### src/rtl/in_fm_ld_counter_if.sv
// Read-request channel between the input-FM load counter and the DRAM read port.
// The master drives the address and tile indices; the slave returns req_ready.
interface in_fm_ld_counter_if #(
    parameter int CW = 16,
    parameter int AW = 32
);
    logic          req_valid;
    logic          req_ready;
    logic [AW-1:0] req_addr;
    logic [CW-1:0] cnt0;
    logic [CW-1:0] cnt1;
    logic          req_last;

    modport master (
        output req_valid,
        output req_addr,
        output cnt0,
        output cnt1,
        output req_last,
        input  req_ready
    );

    modport slave (
        input  req_valid,
        input  req_addr,
        input  cnt0,
        input  cnt1,
        input  req_last,
        output req_ready
    );
endinterface

### src/rtl/in_fm_ld_counter.sv
// Walks an n1 x n0 input-FM tile in row-major order, issuing one read request
// per element, and pulses done once the last request has been accepted.
//
// state | meaning
// IDLE  | waiting for load_start; no requests outstanding
// RUN   | presenting req_valid; indices advance on each accept
// FIN   | tile complete; done pulses for one cycle, then back to IDLE
module in_fm_ld_counter #(
    parameter int CW = 16,
    parameter int AW = 32
) (
    input  logic                clk,
    input  logic                rst_n,
    input  logic                load_start,
    input  logic                clean,
    input  logic [CW-1:0]       n0_max,
    input  logic [CW-1:0]       n1_max,
    input  logic [AW-1:0]       base_addr,
    input  logic [AW-1:0]       row_stride,
    in_fm_ld_counter_if.master  req,
    output logic                busy,
    output logic                done
);

    typedef enum logic [1:0] {
        IDLE = 2'd0,
        RUN  = 2'd1,
        FIN  = 2'd2
    } state_t;

    state_t        state_q, state_d;
    logic [CW-1:0] n0_q, n0_d;
    logic [CW-1:0] n1_q, n1_d;
    logic [AW-1:0] stride_q, stride_d;
    logic [AW-1:0] row_base_q, row_base_d;
    logic [AW-1:0] addr_q, addr_d;
    logic [CW-1:0] cnt0_q, cnt0_d;
    logic [CW-1:0] cnt1_q, cnt1_d;
    logic          valid_q, valid_d;
    logic          busy_q, busy_d;
    logic          done_q, done_d;

    logic          accept;
    logic          col_end;
    logic          row_end;
    logic [CW-1:0] n0_m1;
    logic [CW-1:0] n1_m1;
    logic [AW-1:0] next_row_base;

    assign accept        = valid_q && req.req_ready;
    assign n0_m1         = n0_q - CW'(1);
    assign n1_m1         = n1_q - CW'(1);
    assign col_end       = (cnt0_q == n0_m1);
    assign row_end       = (cnt1_q == n1_m1);
    assign next_row_base = row_base_q + stride_q;

    always_comb begin
        state_d    = state_q;
        n0_d       = n0_q;
        n1_d       = n1_q;
        stride_d   = stride_q;
        row_base_d = row_base_q;
        addr_d     = addr_q;
        cnt0_d     = cnt0_q;
        cnt1_d     = cnt1_q;
        valid_d    = valid_q;
        done_d     = 1'b0;

        if (clean) begin
            state_d = IDLE;
            valid_d = 1'b0;
            cnt0_d  = '0;
            cnt1_d  = '0;
        end else begin
            unique case (state_q)
                IDLE: begin
                    if (load_start) begin
                        n0_d       = n0_max;
                        n1_d       = n1_max;
                        stride_d   = row_stride;
                        row_base_d = base_addr;
                        addr_d     = base_addr;
                        cnt0_d     = '0;
                        cnt1_d     = '0;
                        if ((n0_max == '0) || (n1_max == '0)) begin
                            state_d = FIN;
                        end else begin
                            state_d = RUN;
                            valid_d = 1'b1;
                        end
                    end
                end
                RUN: begin
                    if (accept) begin
                        if (!col_end) begin
                            cnt0_d = cnt0_q + CW'(1);
                            addr_d = addr_q + AW'(1);
                        end else if (!row_end) begin
                            cnt0_d     = '0;
                            cnt1_d     = cnt1_q + CW'(1);
                            row_base_d = next_row_base;
                            addr_d     = next_row_base;
                        end else begin
                            valid_d = 1'b0;
                            cnt0_d  = '0;
                            cnt1_d  = '0;
                            done_d  = 1'b1;
                            state_d = FIN;
                        end
                    end
                end
                FIN: begin
                    // A walk arrives here with done already raised; a zero-size
                    // tile arrives without it and raises it one cycle later.
                    if (done_q) begin
                        state_d = IDLE;
                    end else begin
                        done_d = 1'b1;
                    end
                end
                default: begin
                    state_d = IDLE;
                    valid_d = 1'b0;
                end
            endcase
        end

        busy_d = (state_d != IDLE);
    end

    always_ff @(posedge clk or negedge rst_n) begin
        if (!rst_n) begin
            state_q    <= IDLE;
            n0_q       <= '0;
            n1_q       <= '0;
            stride_q   <= '0;
            row_base_q <= '0;
            addr_q     <= '0;
            cnt0_q     <= '0;
            cnt1_q     <= '0;
            valid_q    <= 1'b0;
            busy_q     <= 1'b0;
            done_q     <= 1'b0;
        end else begin
            state_q    <= state_d;
            n0_q       <= n0_d;
            n1_q       <= n1_d;
            stride_q   <= stride_d;
            row_base_q <= row_base_d;
            addr_q     <= addr_d;
            cnt0_q     <= cnt0_d;
            cnt1_q     <= cnt1_d;
            valid_q    <= valid_d;
            busy_q     <= busy_d;
            done_q     <= done_d;
        end
    end

    assign req.req_valid = valid_q;
    assign req.req_addr  = addr_q;
    assign req.cnt0      = cnt0_q;
    assign req.cnt1      = cnt1_q;
    assign req.req_last  = valid_q && col_end && row_end;
    assign busy          = busy_q;
    assign done          = done_q;

endmodule

### src/flat_wrapper.sv
// flat-port wrapper written by rule: the top's interface ports become plain ports
module in_fm_ld_counter_flat 
#(
    parameter int CW = 16,
    parameter int AW = 32
)
  (clk, rst_n, load_start, clean, n0_max, n1_max, base_addr, row_stride, busy, done, req_req_valid, req_req_addr, req_cnt0, req_cnt1, req_req_last, req_req_ready);
  in_fm_ld_counter_if #(.CW(CW), .AW(AW)) req_i ();
  input  logic clk;
  input  logic rst_n;
  input  logic load_start;
  input  logic clean;
  input  logic [CW-1:0] n0_max;
  input  logic [CW-1:0] n1_max;
  input  logic [AW-1:0] base_addr;
  input  logic [AW-1:0] row_stride;
  output logic busy;
  output logic done;
  output wire logic [$bits(req_i.req_valid)-1:0] req_req_valid;
  output wire logic [$bits(req_i.req_addr)-1:0] req_req_addr;
  output wire logic [$bits(req_i.cnt0)-1:0] req_cnt0;
  output wire logic [$bits(req_i.cnt1)-1:0] req_cnt1;
  output wire logic [$bits(req_i.req_last)-1:0] req_req_last;
  input wire logic [$bits(req_i.req_ready)-1:0] req_req_ready;
  assign req_req_valid = req_i.req_valid;
  assign req_req_addr = req_i.req_addr;
  assign req_cnt0 = req_i.cnt0;
  assign req_cnt1 = req_i.cnt1;
  assign req_req_last = req_i.req_last;
  assign req_i.req_ready = req_req_ready;
  in_fm_ld_counter #(.CW(CW), .AW(AW)) u_core (.clk(clk), .rst_n(rst_n), .load_start(load_start), .clean(clean), .n0_max(n0_max), .n1_max(n1_max), .base_addr(base_addr), .row_stride(row_stride), .req(req_i), .busy(busy), .done(done));
endmodule
### config.mk
export PLATFORM = sky130hd
export DESIGN_NAME = in_fm_ld_counter_flat
export DESIGN_NICKNAME = d
export VERILOG_FILES = /design/src/rtl/in_fm_ld_counter_if.sv /design/src/rtl/in_fm_ld_counter.sv /design/src/flat_wrapper.sv
export SDC_FILE = /design/constraint.sdc
export NUM_CORES = 1
export LEC_CHECK = 0
export ABC_AREA = 1
export CORE_UTILIZATION = 35
export CTS_BUF_LIST = sky130_fd_sc_hd__clkbuf_16
export DETAILED_ROUTE_END_ITERATION = 6
export SLEW_MARGIN = 20
export SYNTH_ARGS = -nofsm -noshare
export SYNTH_HDL_FRONTEND = slang
export SYNTH_SLANG_ARGS = --single-unit
### constraint.sdc
create_clock -name clk -period 3.2 [get_ports clk]
set_input_delay 0.48 -clock clk [delete_from_list [all_inputs] [get_ports clk]]
set_output_delay 0.48 -clock clk [all_outputs]
set_load 0.02 [all_outputs]
==> summary.md, run 1 <==
| Metric | Value |
|---|---|
| Reg clk slew, reported paths | `about 60 ps` |
| Rel. slew slack | `0.365` |
| WP data arrival | `2470 ps` |
| Initial core utilization | `0.354` |
| Setup WS post-layout | `252 ps` |
| Failing checks | `design-rule violations` |
| Design area | `between 0.015 and 0.02 mm2` |
| Worst vdd ir | `0.522 mV` |
| Register area share after synthesis | `0.338` |
| GR Overflow Total | `0` |
| Total power | `10.6 mW` |
| Total number of yosys warnings | `0` |
| Area Growth Syn to Fin | `23.4%` |
| Async set-reset flop share out of synthesis | `1.00` |
| Final setup fails | `0` |
| WP depth | `10` |
| N_diodes | `0` |
| Average size of a mapped cell | `a little under 7 um2` |
| FF-to-FF path depth | `12` |
| # nets final | `around 2100` |
| CTS root buffer | `clkbuf_16` |
| Max-slew violation count | `0` |
| EDFF count, synth | `0` |
| Syn nets | `1916` |
| Critical path's largest stage delay | `370 ps` |
| Hold crit path type | `register to register` |
| Setup Total Neg Slack | `0 ps` |
| CP max stage cell | `dfrtp_1` |
| Most frequent cells in the layout | `nand2_1, inv_1, clkdlybuf4s50_1` |
| Hold Path Depth | `2` |
| Via count | `12100` |
| Wirelength, routed | `between 40000 and 50000 um` |
| DP Area | `0.0144 mm2` |
| CP Launch Type | `register` |
| Max-Cap Viols | `0` |
| Cell count after synthesis | `roughly 1800` |
| IO Count | `169` |
| First-pass GRT wire length | `64900 um` |
| Crit end category | `output port` |
| Final Cycle Share | `0.921` |
| Full die area | `between 0.03 and 0.04 mm2` |
| Crit path cell chain | `inv_1 > ha_2 > nand3_2 > nor2_2 > xor2_1 > nand3_1 > nor2_1 > nand3_1 > nor2_2 > buf_2` |
| Primary FF master, synth | `dfrtp_1` |
| Die H | `189 um` |
| Max H-tree Level | `4` |
| Commonest non-fill, non-tap cell in the layout | `nand2_1` |
| CTS Sinks | `165` |
| Req. time, crit path | `roughly 2700 ps` |
| Postcts setup bufs | `0` |
| Drt drc | `1` |
| RD Place Congestion | `around 0.94` |
| Outcome | `finished, violations left` |
| Die W | `189 um` |
| Min cycle time layout | `2950 ps` |
| Via density | `5.01` |
| Worst skew pair latency | `450 ps` |
| Routed Antenna Nets | `0` |
| Core Footprint | `about 0.034 mm2` |
| Clk_skew | `11.9 ps` |
| DR pass1 iterations | `7` |
| Synth cell types | `46` |
| Number of global-route vias before repair | `11900` |
| WP buf/inv | `2` |
| Initial antenna violation count | `0` |
| Dpl hpwl | `roughly 32000 um` |
| Achievable clock frequency | `around 340 MHz` |
| Pwr dens | `701 mW/mm2` |
| CTS buffer count | `17` |
| Gr usage total | `0.233` |
| Share of layout cells above drive strength 1 | `0.0757` |
| 1st-iter DRT viols | `between 900 and 1000` |
| Synth Cell Area | `roughly 0.012 mm2` |
| Tightest Pin Transition | `roughly 940 ps` |
| TritonCTS clock tree | `yes` |
| Wire length per cell | `16.8 um` |
| Largest net degree at the start of global routing | `58` |
| # rows | `68` |
| Crit path kind | `register to output port` |
| Clock buffer depth | `2` |
| Fillers | `3601` |
| Placement Setup Slack | `between 100 and 150 ps` |
| FF+latch count, synth | `165` |
| Critical Path Fanout Max | `5` |
| Leak Pwr | `between 7 and 8 nW` |
| Unrepaired setup endpoints after global routing | `no` |
| Final Hold Fails | `0` |
| PortBufs | `around 170` |
| Delay-heaviest family, CP | `simple AND/OR/NAND/NOR gates` |
area by class of cell:
type | instances | area [um2] | share of cell area
repair buffers | 191 | 1900 | 0.126
well taps | 455 | 569 | 0.0378
flip-flops and latches | 165 | 4130 | 0.274
clock buffers | 17 | 425 | 0.0282
multi-input cells | 1391 | 7190 | 0.477
clock inverters | 15 | 188 | 0.0125
inverters | 175 | 658 | 0.0437
worst register-to-register path, stage by stage (launching register included):
cell and delay (ps):
dfrtp_1 370, inv_1 120, ha_2 240, nand3_2 150, nor2_2 180, xor2_1 210
nand3_1 100, nor2_1 170, nand2_1 180, o21ai_4 270, nor2_8 70, inv_2 470
o21ai_0 160
worst paths after layout:
path | startpoint | end | slack [ps]
setup / recovery | u_core.n1_q[0]$_DFFE_PN0P_ | req_req_last | 250
hold / removal | u_core.row_base_q[29]$_DFFE_PN0P_ | u_core.row_base_q[29]$_DFFE_PN0P_ | 480
setup reg to reg | u_core.n1_q[0]$_DFFE_PN0P_ | u_core.row_base_q[0]$_DFFE_PN0P_ | 360
hold reg to reg | u_core.row_base_q[29]$_DFFE_PN0P_ | u_core.row_base_q[29]$_DFFE_PN0P_ | 480
max in group asynchronous | rst_n | u_core.req.req_addr[20]$_DFFE_PN0P_ | 1880
min in group asynchronous | rst_n | u_core.req.cnt1[3]$_DFFE_PN0P_ | 560
what timing repair did:
item | 4_1_cts | 5_1_grt
gates resized for setup | 3 | 5
hold endpoints to repair | 1 | 0
hold buffers | 1 | 0
setup endpoints to repair | 1 | 3
cloned | 0 | 0
pin swaps | 0 | 0
where the power goes:
group          leakage [nW]  internal, mW  switching (mW)  total, mW
logic                  4.86          1.96            3.14       5.10
registers              2.07          2.62           0.654       3.28
clock network         0.295          1.29           0.891       2.19
total                  7.22          5.88            4.68       10.6
cell usage after synthesis (14+ instances only):
master,count,area (um2)
dfrtp_1,165,4130
ha_1,40,500
xnor2_1,21,184
nand4_1,41,257
o21ai_0,94,470
nand2_1,639,2400
inv_1,166,623
xor2_1,66,578
nor4_1,14,87.6
nor2_1,164,616
mux2_2,42,473
nor3_1,37,185
clkbuf_1,15,56.3
nand3_1,89,445
a21oi_1,64,320
per-stage QoR:
| stage | instances | hold WS (ps) | util |
|---|---|---|---|
| 2_1_floorplan | 1774 | 184 | - |
| 3_3_place_gp | 2376 | 462 | 0.419 |
| 3_5_place_dp | 2376 | 467 | 0.419 |
| 4_1_cts | 2409 | 484 | 0.437 |
| 5_1_grt | 2409 | 501 | 0.437 |
| 6_report | 2409 | 480 | 0.437 |
logic make-up (layout without fill, tap and decap cells):
group | Yosys count | after routing | synth area share
compound gates | 188 | 188 | 0.0832
fa+ha+maj | 41 | 41 | 0.0427
buf+inv | 218 | 398 | 0.0738
xor+xnor | 88 | 88 | 0.0638
flops | 165 | 165 | 0.338
mux | 42 | 42 | 0.0388
simple gates | 1032 | 1032 | 0.359
metal layers:
| metal | share of wire | track usage | vias up |
|---|---|---|---|
| li1 | - | - | 6036 |
| met1 | 0.48 | 0.333 | 5658 |
| met2 | 0.44 | 0.361 | 333 |
| met3 | 0.054 | 0.0361 | 45 |
| met4 | 0.020 | 0.0717 | 0 |
| met5 | 0 | 0 | - |
registers in the layout (all words and copies together) (netlist names):
| signal | flops |
|---|---|
| u_core.busy | 1 |
| u_core.done | 1 |
| u_core.n0_q | 16 |
| u_core.n1_q | 16 |
| u_core.req.cnt0 | 16 |
| u_core.req.cnt1 | 16 |
| u_core.req.req_addr | 32 |
| u_core.req.req_valid | 1 |
| u_core.row_base_q | 32 |
| u_core.state_q | 2 |
| u_core.stride_q | 32 |
(Power assumes the default switching activity.)
==> run 2, diff against run 1 <==
Settings changed: CORE_UTILIZATION 35 to 41.
==> run 2 against run 1 <==
Effect of this change:
- clock skew about the same
- core utilization increased by 7.7 points
- total power decreased by 0.62%
- wire length decreased by 3.6%
- die area decreased by 14%
- setup slack got worse by 60 ps
- worst hold slack got worse by 460 ps
- highest routed layer unchanged
- maximum frequency decreased by 2.0%
- the flow now finishes without violations
- combinational power about the same
- via count increased by 0.12%
- critical path type unchanged
==> summary.md, run 2 (same netlist as run 1, synthesis figures left out) <==
| Metric | Value |
|---|---|
| Outcome | `complete, no violations` |
| Commonest non-fill, non-tap cell in the layout | `nand2_1` |
| PortBufs | `168 (unchanged)` |
| Largest net degree at the start of global routing | `65 (+12%)` |
| Wirelength, routed | `39000 um (-3.6%)` |
| Routed Antenna Nets | `0 (unchanged)` |
| Critical Path Fanout Max | `3 (-2)` |
| Via count | `12100 (+0.12%)` |
| Hold crit path type | `input pin to asynchronous set/reset pin` |
| Share of layout cells above drive strength 1 | `0.0779 (+0.00221)` |
| CTS Sinks | `165 (unchanged)` |
| GR Overflow Total | `0 (unchanged)` |
| # nets final | `2079 (-0.19%)` |
| Worst skew pair latency | `460 ps (about the same)` |
| CTS Hold Buffers Added | `0 (-1)` |
| Crit path kind | `register to output port` |
| Max-slew violation count | `0 (unchanged)` |
| Area Growth Syn to Fin | `22.3%` |
| CTS buffer count | `17 (unchanged)` |
| Gr usage total | `0.261 (+0.0275)` |
| Die W | `175 um (-7.5%)` |
| Reg clk slew, reported paths | `70 ps (about the same)` |
| First-pass GRT wire length | `62200 um (-4.2%)` |
| DP Area | `0.0143 mm2 (-0.94%)` |
| Clock buffer depth | `2 (unchanged)` |
| IO Count | `169 (unchanged)` |
| 1st-iter DRT viols | `1021 (+3.2%)` |
| Clk_skew | `12.3 ps (+0.449 ps)` |
| P_int | `5.72 mW (-2.8%)` |
| Design area | `0.0149 mm2 (-0.90%)` |
| Max H-tree Level | `4 (unchanged)` |
| # rows | `62 (-8.8%)` |
| Tightest Pin Transition | `789 ps (-151 ps)` |
| N_diodes | `0 (unchanged)` |
| Drt drc | `0 (-1)` |
| Dpl hpwl | `30600 um (-4.3%)` |
| Via density | `5.18 (+3.3%)` |
| Core Footprint | `0.0290 mm2 (-16%)` |
| Wire length per cell | `16.7 um (-0.51%)` |
| CP Launch Type | `register` |
| Achievable clock frequency | `332 MHz (-2.0%)` |
| Rel. slew slack | `0.474 (+0.109)` |
| Final setup fails | `0 (unchanged)` |
| Clk pwr share | `0.202 (-0.005)` |
| WP data arrival | `2530 ps (+60 ps)` |
| Die H | `175 um (-7.5%)` |
| Worst vdd ir | `0.490 mV (-6.2%)` |
| Max-Cap Viols | `0 (unchanged)` |
| Comb pwr share | `0.488 (+0.005)` |
| CTS root buffer | `clkbuf_16` |
| Crit end category | `output port` |
| Most frequent cells in the layout | `nand2_1, clkdlybuf4s50_1, inv_1` |
| TritonCTS clock tree | `yes` |
| Total power | `10.5 mW (-0.62%)` |
| Initial antenna violation count | `0 (unchanged)` |
| Initial core utilization | `0.421 (+0.0665)` |
| Reg2reg setup slack | `260 ps (-100 ps)` |
| Sequential Power Share | `0.310 (about the same)` |
| DR pass1 iterations | `5 (-2)` |
| Full die area | `0.0305 mm2 (-14%)` |
| RD Place Congestion | `0.942 (+0.62%)` |
| Min cycle time layout | `3010 ps (+60.0 ps)` |
| Final Cycle Share | `0.940 (+0.0187)` |
| Req. time, crit path | `2720 ps (about the same)` |
| Leak Pwr | `7.17 nW (-0.66%)` |
| Pwr dens | `703 mW/mm2 (+0.28%)` |
| Final Hold Fails | `0 (unchanged)` |
| P_sw | `4.78 mW (+2.1%)` |
| Sw frac | `0.455 (+0.0120)` |
| Number of global-route vias before repair | `11500 (-2.8%)` |
-- run 2: changes by cell type in the layout (fill, tap and decap cells not counted), moves of 2 or more --
cell | previous run | this run
nor2_1 | 162 | 160
clkinv_1 | 6 | 4
buf_12 | 4 | 2
inv_6 | 0 | 2
bufinv_16 | 4 | 2
nor2_4 | 6 | 8
-- run 2: metal layers --
metal / global-route usage / up-vias / share of wire / routed length [um]
met5: 0 / - / 0 / 0
met4: 0.0786 / 0 / 0.018 / 708
met3: 0.0396 / 44 / 0.064 / 2510
met2: 0.381 / 368 / 0.42 / 16400
met1: 0.393 / 5650 / 0.50 / 19300
li1: - / 6025 / - / -
-- run 2: path summary, 6_finish.rpt --
path | cells past startpoint | from | to
setup / recovery | 11 | u_core.n0_q[0]$_DFFE_PN0P_ | req_req_last
hold / removal | 1 | rst_n | u_core.n0_q[3]$_DFFE_PN0P_
setup reg to reg | 16 | u_core.n0_q[0]$_DFFE_PN0P_ | u_core.row_base_q[27]$_DFFE_PN0P_
hold reg to reg | 2 | u_core.row_base_q[29]$_DFFE_PN0P_ | u_core.row_base_q[29]$_DFFE_PN0P_
max in group asynchronous | 2 | rst_n | u_core.stride_q[24]$_DFFE_PN0P_
min in group clk | 2 | u_core.row_base_q[29]$_DFFE_PN0P_ | u_core.row_base_q[29]$_DFFE_PN0P_
-- run 2: cell type report --
type / instances / area [um2]
clock buffer: 17 / 425
inverter: 175 / 658
tap: 384 / 480
sequential: 165 / 4130
timing repair buffer: 187 / 1850
multi-input combinational: 1391 / 7230
clock inverter: 15 / 156
fill: 2927 / 14100
-- run 2: worst max-delay path, stage by stage (launching register included) --
cell and delay, ps:
dfrtp_1 400, inv_1 80, ha_2 270, xnor2_1 140, nor2_2 150, nand3_1 100, nor2_2 130, nand3_1 100
nor2_2 130, nand4_4 120, nor2_4 170, clkdlybuf4s15_2 270
-- run 2: what timing repair did --
item / in CTS / in global routing
pin swaps: 0 / 2
gates resized for setup: 4 / 12
endpoints found under the setup margin: 1 / 1
setup buffers: 0 / 0
cloned: 0 / 0
-- run 2: metrics by stage --
step                setup WS (ps)  TNS, ps  hold WS [ps]  instances  utilization
detailed placement            137        0           465       2302        0.493
global route                -6.36    -6.36          60.5       2334        0.515
global placement              198        0           462       2302        0.493
floorplan                     741        0           184       1774            -
CTS                          5.65        0          38.8       2334        0.513
finish                        192        0          16.9       2334        0.515
-- run 2: power groups by stage --
stage | sequential [mW] | combinational, mW | clock [mW]
after floorplan | 3.28 | 3.35 | 0
after global placement | 3.27 | 4.99 | 0
after detailed placement | 3.28 | 5.03 | 0
after CTS | 3.25 | 5.07 | 2.17
after global routing | 3.34 | 5.73 | 2.24
final | 3.26 | 5.12 | 2.12
==> run 3, diff against run 2 <==
Settings changed: PLACE_DENSITY from default to 0.68.
==> run 3 against run 2 <==
Effect of this change:
- critical path depth unchanged
- final cell count up 0.26%
- sequential share of layout area about the same
- register-to-register slack about the same
- combinational power about the same
- total power down 0.31%
- highest routed layer unchanged
==> summary.md, run 3 (same netlist as run 1, synthesis figures left out) <==
| Metric | Value |
|---|---|
| Final setup fails | `0 (unchanged)` |
| Hold crit path type | `register to register` |
| Reg clk slew, reported paths | `60 ps (about the same)` |
| Most frequent cells in the layout | `nand2_1, inv_1, clkdlybuf4s50_1` |
| Number of global-route vias before repair | `11600 (+0.31%)` |
| CP startpoint | `u_core.n1_q[0]$_DFFE_PN0P_` |
| Max H-tree Level | `4 (unchanged)` |
| Die W | `175 um (unchanged)` |
| Crit end category | `output port` |
| Leak Pwr | `7.21 nW (+0.56%)` |
| Sequential Power Share | `0.312 (+0.002)` |
| CTS Sinks | `165 (unchanged)` |
| Min cycle time layout | `3010 ps (-0.928 ps)` |
| Setup Total Neg Slack | `0 ps (unchanged)` |
| Via count | `12100 (+0.074%)` |
| Core Footprint | `0.0290 mm2 (unchanged)` |
| DR pass1 iterations | `6 (+1)` |
| IO Count | `169 (unchanged)` |
| Via density | `5.17 (-0.18%)` |
| P_sw | `4.74 mW (-0.90%)` |
| Share of layout cells above drive strength 1 | `0.0767 (-0.00126)` |
| Clk_skew | `13.1 ps (+0.784 ps)` |
| R2R Path Start | `u_core.n0_q[1]$_DFFE_PN0P_` |
| Req. time, crit path | `2720 ps (about the same)` |
| Max-slew violation count | `0 (unchanged)` |
| Largest net degree at the start of global routing | `70 (+7.7%)` |
| Worst skew pair latency | `450 ps (about the same)` |
| Area Growth Syn to Fin | `22.3% (about the same)` |
| Initial core utilization | `0.421 (unchanged)` |
| CTS buffer count | `17 (unchanged)` |
| Placed cell count | `2307 (+0.22%)` |
| Dpl hpwl | `30900 um (+0.99%)` |
| Sw frac | `0.452 (-0.00268)` |
| 1st-iter DRT viols | `1109 (+8.6%)` |
| Max-Cap Viols | `0 (unchanged)` |
| Pwr dens | `701 mW/mm2 (-0.30%)` |
| Routed Antenna Nets | `0 (unchanged)` |
| Clock buffer depth | `2 (unchanged)` |
| Clk pwr share | `0.200 (-0.002)` |
| CP Launch Type | `register` |
| Comb pwr share | `0.488 (about the same)` |
| WP data arrival | `2530 ps (about the same)` |
| Rel. slew slack | `0.493 (+0.0191)` |
| Wirelength, routed | `39300 um (+0.86%)` |
| Tightest Pin Transition | `761 ps (-28.6 ps)` |
| CTS root buffer | `clkbuf_16` |
| Wire length per cell | `16.8 um (+0.60%)` |
| # nets final | `2085 (+0.29%)` |
| Final Cycle Share | `0.940 (about the same)` |
| Critical Path Fanout Max | `5 (+2)` |
| Hold path start | `u_core.row_base_q[29]$_DFFE_PN0P_` |
| # rows | `62 (unchanged)` |
| PortBufs | `168 (unchanged)` |
| Gr usage total | `0.262 (+0.00110)` |
| Die H | `175 um (unchanged)` |
| First-pass GRT wire length | `62400 um (+0.30%)` |
| GR Overflow Total | `0 (unchanged)` |
| RD Place Congestion | `0.953 (+1.1%)` |
| N_diodes | `0 (unchanged)` |
| TritonCTS clock tree | `yes` |
| Unrepaired setup endpoints after global routing | `no` |
| Initial antenna violation count | `0 (unchanged)` |
| Drt drc | `0 (unchanged)` |
| Outcome | `complete, no violations` |
| P_int | `5.73 mW (+0.18%)` |
| Final Hold Fails | `0 (unchanged)` |
| Full die area | `0.0305 mm2 (unchanged)` |
| Achievable clock frequency | `333 MHz (about the same)` |
| Worst vdd ir | `0.466 mV (-4.8%)` |
| Crit path kind | `register to output port` |
| Commonest non-fill, non-tap cell in the layout | `nand2_1` |
| Non-Filler Instances | `2340 (+0.26%)` |
[run 3: area by class of cell]
type                    instances  area, um2
well taps                     384        480
flip-flops and latches        165       4130
inverters                     175        658
fillers                      2934      14100
clock buffers                  17        425
repair buffers                193       1890
multi-input cells            1391       7190
clock inverters                15        154
[run 3: stage by stage]
step | hold WS [ps] | area [um2] | utilization | power, mW | worst slack (ps)
3_3_place_gp | 423 | 14300 | 0.494 | 8.22 | 204
6_report | 480 | 14900 | 0.514 | 10.5 | 193
4_1_cts | 483 | 14900 | 0.514 | 10.5 | 2.29
5_1_grt | 494 | 14900 | 0.514 | 11.3 | 9.26
3_5_place_dp | 427 | 14300 | 0.494 | 8.30 | 196
2_1_floorplan | 184 | 12200 | - | 6.63 | 741
[run 3: routing by layer]
metal | vias to the layer above | GRT usage | wire (um) | part of all wire
met1 | 5595 | 0.388 | 19300 | 0.49
met5 | - | 0 | 0 | 0
met2 | 415 | 0.400 | 17100 | 0.44
met3 | 39 | 0.0385 | 2360 | 0.060
met4 | 0 | 0.0605 | 527 | 0.013
li1 | 6047 | - | - | -
[run 3: path summary, 6_finish.rpt]
path / end / slack (ps) / cells after the start
worst max-delay path: req_req_last / 190 / 11
worst min-delay path: u_core.row_base_q[29]$_DFFE_PN0P_ / 480 / 2
worst max register to register: u_core.row_base_q[30]$_DFFE_PN0P_ / 260 / 16
worst min register to register: u_core.row_base_q[29]$_DFFE_PN0P_ / 480 / 2
max in group asynchronous: u_core.row_base_q[19]$_DFFE_PN0P_ / 1920 / 3
min in group asynchronous: u_core.n0_q[11]$_DFFE_PN0P_ / 540 / 2
[run 3: what timing repair did]
| action | 4_1_cts | 5_1_grt |
|---|---|---|
| hold buffers | 1 | 0 |
| resized for setup | 2 | 3 |
| endpoints found under the hold margin | 38 | 0 |
| setup buffers | 0 | 0 |
| setup endpoints to repair | 1 | 1 |
[run 3: worst max-delay path, stage by stage, from the launching register on]
cell      delay [ps]
dfrtp_1          380
inv_1            130
ha_2             240
nand3_2          160
nor2_2           180
nand2_1           90
xor2_1           140
nand2_1           90
nor2_1           200
nand3_1          100
nor2_1           180
clkbuf_2         200
[run 3: power groups by stage]
stage	sequential [mW]	clock (mW)	combinational (mW)
floorplan	3.28	0	3.35
global placement	3.28	0	4.94
detailed placement	3.28	0	5.01
CTS	3.26	2.15	5.05
global route	3.34	2.24	5.69
finish	3.27	2.09	5.11
